## src/rtl/hex_display_scanner.sv

```systemverilog
// rtl/hex_display_scanner.sv - time-multiplexed hex scanner for an N-digit common-anode 7-segment display
//   clk, reset_n             : clock, asynchronous active-low reset
//   load, value, dp_mask     : strobe that captures a new value and decimal points (double-buffered)
//   digit, dp_n, anode       : registered nibble, active-low decimal point, active-low digit enables
//   frame_tick, pending      : commit pulse, uncommitted-load flag
//   Optional: LEADING_ZERO_BLANK_EN blanks leading zero digits (digit 0 always lit)
module hex_display_scanner #(
    parameter int NUM_DIGITS  = 4,
    parameter int REFRESH_DIV = 100000
) (
    input  logic                    clk,
    input  logic                    reset_n,
    input  logic                    load,
    input  logic [4*NUM_DIGITS-1:0] value,
    input  logic [NUM_DIGITS-1:0]   dp_mask,
    output logic [3:0]              digit,
    output logic                    dp_n,
    output logic [NUM_DIGITS-1:0]   anode,
    output logic                    frame_tick,
    output logic                    pending
);

    localparam int PW = (REFRESH_DIV > 1) ? $clog2(REFRESH_DIV) : 1;
    localparam int IW = (NUM_DIGITS > 1) ? $clog2(NUM_DIGITS) : 1;
    localparam logic [PW-1:0] PRESC_LAST = PW'(REFRESH_DIV - 1);
    localparam logic [IW-1:0] IDX_LAST   = IW'(NUM_DIGITS - 1);

    logic [PW-1:0]           presc_q, presc_d;
    logic [IW-1:0]           idx_q, idx_d;
    logic [4*NUM_DIGITS-1:0] disp_q, disp_d;
    logic [NUM_DIGITS-1:0]   disp_dp_q, disp_dp_d;
    logic [4*NUM_DIGITS-1:0] pend_val_q, pend_val_d;
    logic [NUM_DIGITS-1:0]   pend_dp_q, pend_dp_d;
    logic                    pending_q, pending_d;
    logic [3:0]              digit_q, digit_d;
    logic                    dp_n_q, dp_n_d;
    logic [NUM_DIGITS-1:0]   anode_q, anode_d;
    logic                    frame_tick_q, frame_tick_d;

    logic slot_end;
    logic commit;

`ifdef LEADING_ZERO_BLANK_EN
    logic [NUM_DIGITS-1:0] blank;
    logic                  zero_above;

    // Walk from the most significant digit down; a digit is blank while
    // everything at or above it is a zero nibble with no decimal point.
    always_comb begin
        blank      = '0;
        zero_above = 1'b1;
        for (int i = NUM_DIGITS - 1; i >= 0; i--) begin
            zero_above = zero_above && (disp_q[4*i +: 4] == 4'h0) && !disp_dp_q[i];
            blank[i]   = zero_above && (i != 0);
        end
    end
`endif

    always_comb begin
        slot_end = (presc_q == PRESC_LAST);
        commit   = slot_end && (idx_q == IDX_LAST);

        presc_d = slot_end ? '0 : presc_q + PW'(1);
        idx_d   = idx_q;
        if (slot_end) begin
            idx_d = (idx_q == IDX_LAST) ? '0 : idx_q + IW'(1);
        end

        disp_d     = disp_q;
        disp_dp_d  = disp_dp_q;
        pend_val_d = pend_val_q;
        pend_dp_d  = pend_dp_q;
        pending_d  = pending_q;

        if (commit) begin
            // A load landing on the commit edge bypasses the pending buffer.
            if (load) begin
                disp_d    = value;
                disp_dp_d = dp_mask;
            end else if (pending_q) begin
                disp_d    = pend_val_q;
                disp_dp_d = pend_dp_q;
            end
            pending_d = 1'b0;
        end else if (load) begin
            pend_val_d = value;
            pend_dp_d  = dp_mask;
            pending_d  = 1'b1;
        end

        frame_tick_d = commit;

        // Outputs follow the current slot index one edge later.
        digit_d = disp_q[{idx_q, 2'b00} +: 4];
        anode_d = ~(NUM_DIGITS'(1) << idx_q);
        dp_n_d  = ~disp_dp_q[idx_q];
`ifdef LEADING_ZERO_BLANK_EN
        if (blank[idx_q]) begin
            anode_d = '1;
            dp_n_d  = 1'b1;
        end
`endif
    end

    always_ff @(posedge clk or negedge reset_n) begin
        if (!reset_n) begin
            presc_q      <= '0;
            idx_q        <= '0;
            disp_q       <= '0;
            disp_dp_q    <= '0;
            pend_val_q   <= '0;
            pend_dp_q    <= '0;
            pending_q    <= 1'b0;
            digit_q      <= 4'h0;
            dp_n_q       <= 1'b1;
            anode_q      <= '1;
            frame_tick_q <= 1'b0;
        end else begin
            presc_q      <= presc_d;
            idx_q        <= idx_d;
            disp_q       <= disp_d;
            disp_dp_q    <= disp_dp_d;
            pend_val_q   <= pend_val_d;
            pend_dp_q    <= pend_dp_d;
            pending_q    <= pending_d;
            digit_q      <= digit_d;
            dp_n_q       <= dp_n_d;
            anode_q      <= anode_d;
            frame_tick_q <= frame_tick_d;
        end
    end

    assign digit      = digit_q;
    assign dp_n       = dp_n_q;
    assign anode      = anode_q;
    assign frame_tick = frame_tick_q;
    assign pending    = pending_q;

endmodule

```

## config.mk

```make
export PLATFORM = sky130hd
export DESIGN_NAME = hex_display_scanner
export DESIGN_NICKNAME = d
export VERILOG_FILES = /design/src/rtl/hex_display_scanner.sv
export SDC_FILE = /design/constraint.sdc
export NUM_CORES = 1
export LEC_CHECK = 0
export BUFFER_PORTS_ARGS = -buffer_cell sky130_fd_sc_hd__buf_2
export CAP_MARGIN = 40
export CORE_MARGIN = 10
export CORE_UTILIZATION = 48
export CTS_CLUSTER_DIAMETER = 80
export DETAILED_ROUTE_END_ITERATION = 7
export PLACE_DENSITY = 0.67
export SLEW_MARGIN = 20
export SYNTH_ARGS = -nofsm -noshare
export SYNTH_HDL_FRONTEND = slang
export SYNTH_SLANG_ARGS = --single-unit
```

## constraint.sdc

```tcl
create_clock -name clk -period 2.85 [get_ports clk]
set_clock_uncertainty 0.1 [all_clocks]
set_input_delay 0.1425 -clock clk [delete_from_list [all_inputs] [get_ports clk]]
set_output_delay 0.1425 -clock clk [all_outputs]
set_load 0.01 [all_outputs]
```

==> Word-level counts from Yosys, hierarchy flattened <==
Index checks and enable logic that the tools add are counted.
{ "word_totals": {"regBits": 70, "word_cells": 36} }
{ "classes": {"addsub": 2, "magnitude_cmp": 1, "n_eq_ne": 2, "shift": 2, "mux": 10, "bitwise": 3, "reduce_logical": 5} }
{ "op_table": {"columns": ["op", "n"], "rows": [
  ["$mux W16", 2],
  ["$add A17 B1 Y17 const B", 1],
  ["$eq A17 B17 Y1 const B", 1],
  ["$mux W17", 1],
  ["$shiftx A16 B5 Y4", 1],
  ["$mux W4", 2],
  ["$not A4 Y4", 1],
  ["$reduce_and A2 Y1", 2],
  ["$reduce_bool A2 Y1", 2],
  ["$shl A1 B2 Y4 const A", 1],
  ["$lt A2 B3 Y1 const B", 1],
  ["$mux W1", 3],
  ["$add A2 B1 Y2 const B", 1],
  ["$bmux W1 S2", 1],
  ["$eq A2 B2 Y1 const B", 1],
  ["$mux W2", 1],
  ["$not A1 Y1", 2],
  ["$logic_and A1 B1 Y1", 1]
]} }

==> Depth between registers and ports, before layout <==
{ "logic_depth": {"word_depth": 4, "ltp_mapped": 7} }

==> Worst setup path after synthesis <==
OpenSTA, ideal clock, no wires.
{ "synth_timing": {"kind": "register to register", "from": "register presc_q[5]", "to": "register disp_dp_q[0]", "arrival_time_ps": 1813, "required_time_ps": 2607, "setup_slack_ps": 794, "stages_incl_launch_ff": 6, "path_buffers": 1, "synth_period_minus_slack_ps": 2056, "cell_sequence": "dfrtp_1 > or4_4 > buf_6 > or4_1 > o22ai_1 > a221oi_2"} }
{ "synth_between": {"elab_chain_len": 3} }
{ "synth_rtl": {"columns": ["item", "line_no", "text"], "rows": [
  ["from (decl)", "28", "logic [PW-1:0] presc_q, presc_d;"],
  ["from (signal assigned)", "119", "presc_q <= presc_d;"],
  ["$eq A17 B17 Y1", "60", "slot_end = (presc_q == PRESC_LAST);"],
  ["$logic_and A1 B1 Y1", "61", "commit = slot_end && (idx_q == IDX_LAST);"],
  ["$reduce_and A2 Y1 (no source line)", null, null],
  ["to (signal assigned)", "122", "disp_dp_q <= disp_dp_d;"],
  ["to (decl)", "31", "logic [NUM_DIGITS-1:0] disp_dp_q, disp_dp_d;"]
]} }
Every way passes these cells.
A chain may end at the register's enable or synchronous reset.

==> Final worst setup path <==
{ "layout_timing": {"from": "register presc_q[5]", "to": "register disp_q[12]"} }
{ "layout_between": {"elab_chain_len": 3} }
{ "layout_rtl": {"columns": ["item", "line_no", "text"], "rows": [
  ["$eq A17 B17 Y1", "60", null],
  ["$logic_and A1 B1 Y1", "61", null],
  ["$reduce_and A2 Y1 (no source line)", null, null],
  ["to (signal assigned)", "121", "disp_q <= disp_d;"],
  ["to (decl)", "30", "logic [4*NUM_DIGITS-1:0] disp_q, disp_d;"]
]} }
Every way passes these cells.

==> impl_metrics.ini <==
[routing]
ant_nets = 0
vias = 2526
routed_wirelength_um = 7610
drtPass1Iterations = 4
drt_iter0_drc = 116
drc = 0
wl_per_cell_um = 16.9
drt-vias-per-instance = 5.61

[synthesis]
async_reset_ff_share_pct = 100
synthFlopType = dfrtp_1
synth_area_per_cell_sq_um = 11.6
synth.distinct_cells = 41
synth_common_cells = dfrtp_1, inv_1, mux2_2
synth-seq-cells = 70
yosysTopAreaCellShare_pct = 48.4
ys_top_cells_by_area = dfrtp_1, mux2_2, dfstp_2, mux4_2, inv_1
syn-num-nets = 319
yosys.area.top_type = dfrtp_1
synth-edff-count = 0
synth_seq_area_share_pct = 52.3
syn-instance-count = 291
synth_area_sq_mm = 0.00336
yosys_warnings = 0
synth_most_common_cell = dfrtp_1

[timing]
drv_slew = 0
setup_viol = 0
slew_headroom_pct = 49.8
hold_violations = 0
grt_setup_unrepaired = false
setup_tns_ns = 0
layout_worst_path_cycle_share_pct = 77.8
tightest_slew_ns = 0.752
clock.fmax_mhz = 451
finalCriticalPeriod_ns = 2.22

[place]
gp_congestion = 0.820
dp_hpwl_um = 5060
io_buffer_count = 33

[grt]
grt_max_degree = 39
grt_pass1_vias = 2583
grt_pass1_wl_um = 12900
antenna_found_initial = 0
gr-total-overflow = 0
grt_use_total_pct = 14.3

[critical_path]
cp.required_ns = 2.99
critical_path_class = flop to flop
cp-end-kind = flop
critPathLaunchType = flop
arrival_ns = 2.35
worst-path-max-fanout = 13

[floorplanning]
dieArea_sq_mm = 0.0108
design.core.area_sq_mm = 0.00679
num_rows = 30
die_h_um = 104
pin_count = 34
fp.dieW_um = 104
start_util_pct = 49.5

[outcome]
status = finished, final reports clean

[power_and_ir_drop]
finalPower_w = 0.00204
power_density_mw_per_mm2 = 499
vdd_drop_max_v = 0.000223
p_leak_nw = 1.78

[job]
cap_violations = 0

[clock_network]
cts_max_level = 3
cts_tree = done
cts_buffers = 9
cts_resized = 0
post-cts-setup-buffers = 0
clk_root_buffer_cell = clkbuf_8
cts_buffer_depth = 2
hold_buffers = 21
clkLatencyLatePin_ns = 0.34
clk_pin_slew_ns = 0.08
clkSinkCount = 70

[final_layout]
antennaDiodeCount = 0
num-nets-final = 377
area_delta_synth_final_pct = 21.4
drive_gt1_share_pct = 29.1

[min_path]
min_path_type = primary input to flop
-- critical path, cell delays in order (launching register included) --
cell and delay [ns]:
dfrtp_1 0.46, or4_4 0.68, nor3_4 0.32, buf_4 0.24, a21oi_1 0.08, a221oi_1 0.23
-- layer usage --
layer | track usage (%) | wire length [um] | share of wire [%] | vias up
met1 | 19.0 | 3440 | 45 | 1233
met3 | 3.04 | 493 | 6.5 | 10
li1 | - | - | - | 1196
met2 | 21.6 | 3580 | 47 | 87
met5 | 0 | 0 | 0 | -
met4 | 6.76 | 101 | 1.3 | 0
-- worst paths after layout --
kind / start / endpoint / slack [ns] / cells after the start
min reg2reg: presc_q[0]$_DFF_PN0_ / presc_q[0]$_DFF_PN0_ / 0.36 / 1
max: presc_q[5]$_DFF_PN0_ / disp_q[12]$_DFFE_PN0P_ / 0.63 / 5
max in group asynchronous: reset_n / anode[3]$_DFF_PN1_ / 2.15 / 3
min in group asynchronous: reset_n / pend_val_q[4]$_DFFE_PN0P_ / 0.23 / 3
min: load / disp_q[15]$_DFFE_PN0P_ / 0.14 / 3
max reg2reg: presc_q[5]$_DFF_PN0_ / disp_q[12]$_DFFE_PN0P_ / 0.63 / 5
-- cell families (layout without fill, tap and decap cells) --
logic type / after synthesis / in the layout / share of synthesized area [%]
flops: 70 / 70 / 52.3
mux: 26 / 26 / 10.4
compound gates: 58 / 58 / 12.5
buf+inv: 46 / 109 / 5.88
fa+ha+maj: 5 / 5 / 1.86
xor+xnor: 13 / 13 / 3.39
simple gates: 73 / 73 / 13.7
-- registers in the layout, indices dropped and copies added (netlist names) --
signal and count:
idx_q 2, frame_tick 1, pend_val_q 16, dp_n 1
presc_q 17, pending 1, disp_q 16, pend_dp_q 4
digit 4, disp_dp_q 4, anode 4
-- cell usage in the layout, fill, tap and decap left out, types with 6 or more instances in the layout --
| master | count |
|---|---|
| xor2_1 | 7 |
| a221oi_1 | 6 |
| clkbuf_8 | 9 |
| nand2_1 | 8 |
| and3_1 | 6 |
| nand4_1 | 10 |
| xnor2_1 | 6 |
| inv_1 | 26 |
| a21oi_1 | 19 |
| buf_2 | 33 |
| or4_1 | 13 |
| o22ai_1 | 13 |
| nor3b_1 | 6 |
| dlygate4sd3_1 | 21 |
| buf_4 | 11 |
| a221oi_2 | 6 |
| nor2_1 | 10 |
| dfrtp_1 | 65 |
| mux2_2 | 20 |
-- area by class of cell --
| type | instances | area [sq um] |
|---|---|---|
| clock buffer | 11 | 131 |
| clock inverter | 5 | 60.1 |
| fill | 558 | 2710 |
| inverter | 26 | 97.6 |
| multi-input combinational | 175 | 1420 |
| sequential | 70 | 1760 |
| tap | 96 | 120 |
| timing repair buffer | 67 | 498 |
-- where the power goes --
part | switching [W] | internal (W)
clock | 0.000371 | 0.000406
sequential | 0.0000306 | 0.00105
combinational | 0.0000810 | 0.0000978
-- through the flow --
stage	instance area, sq um	utilization [%]	hold WS [ns]	std cells	setup WS (ns)
after floorplan	3360	-	-0.253	291	0.794
after global placement	3660	53.9	0.155	412	0.698
after detailed placement	3660	53.9	0.165	412	0.640
after CTS	4060	59.8	0.117	449	0.615
after global routing	4080	60.1	0.163	450	0.467
final	4080	60.1	0.138	450	0.633
No activity file was read; power rests on OpenSTA's default activity.
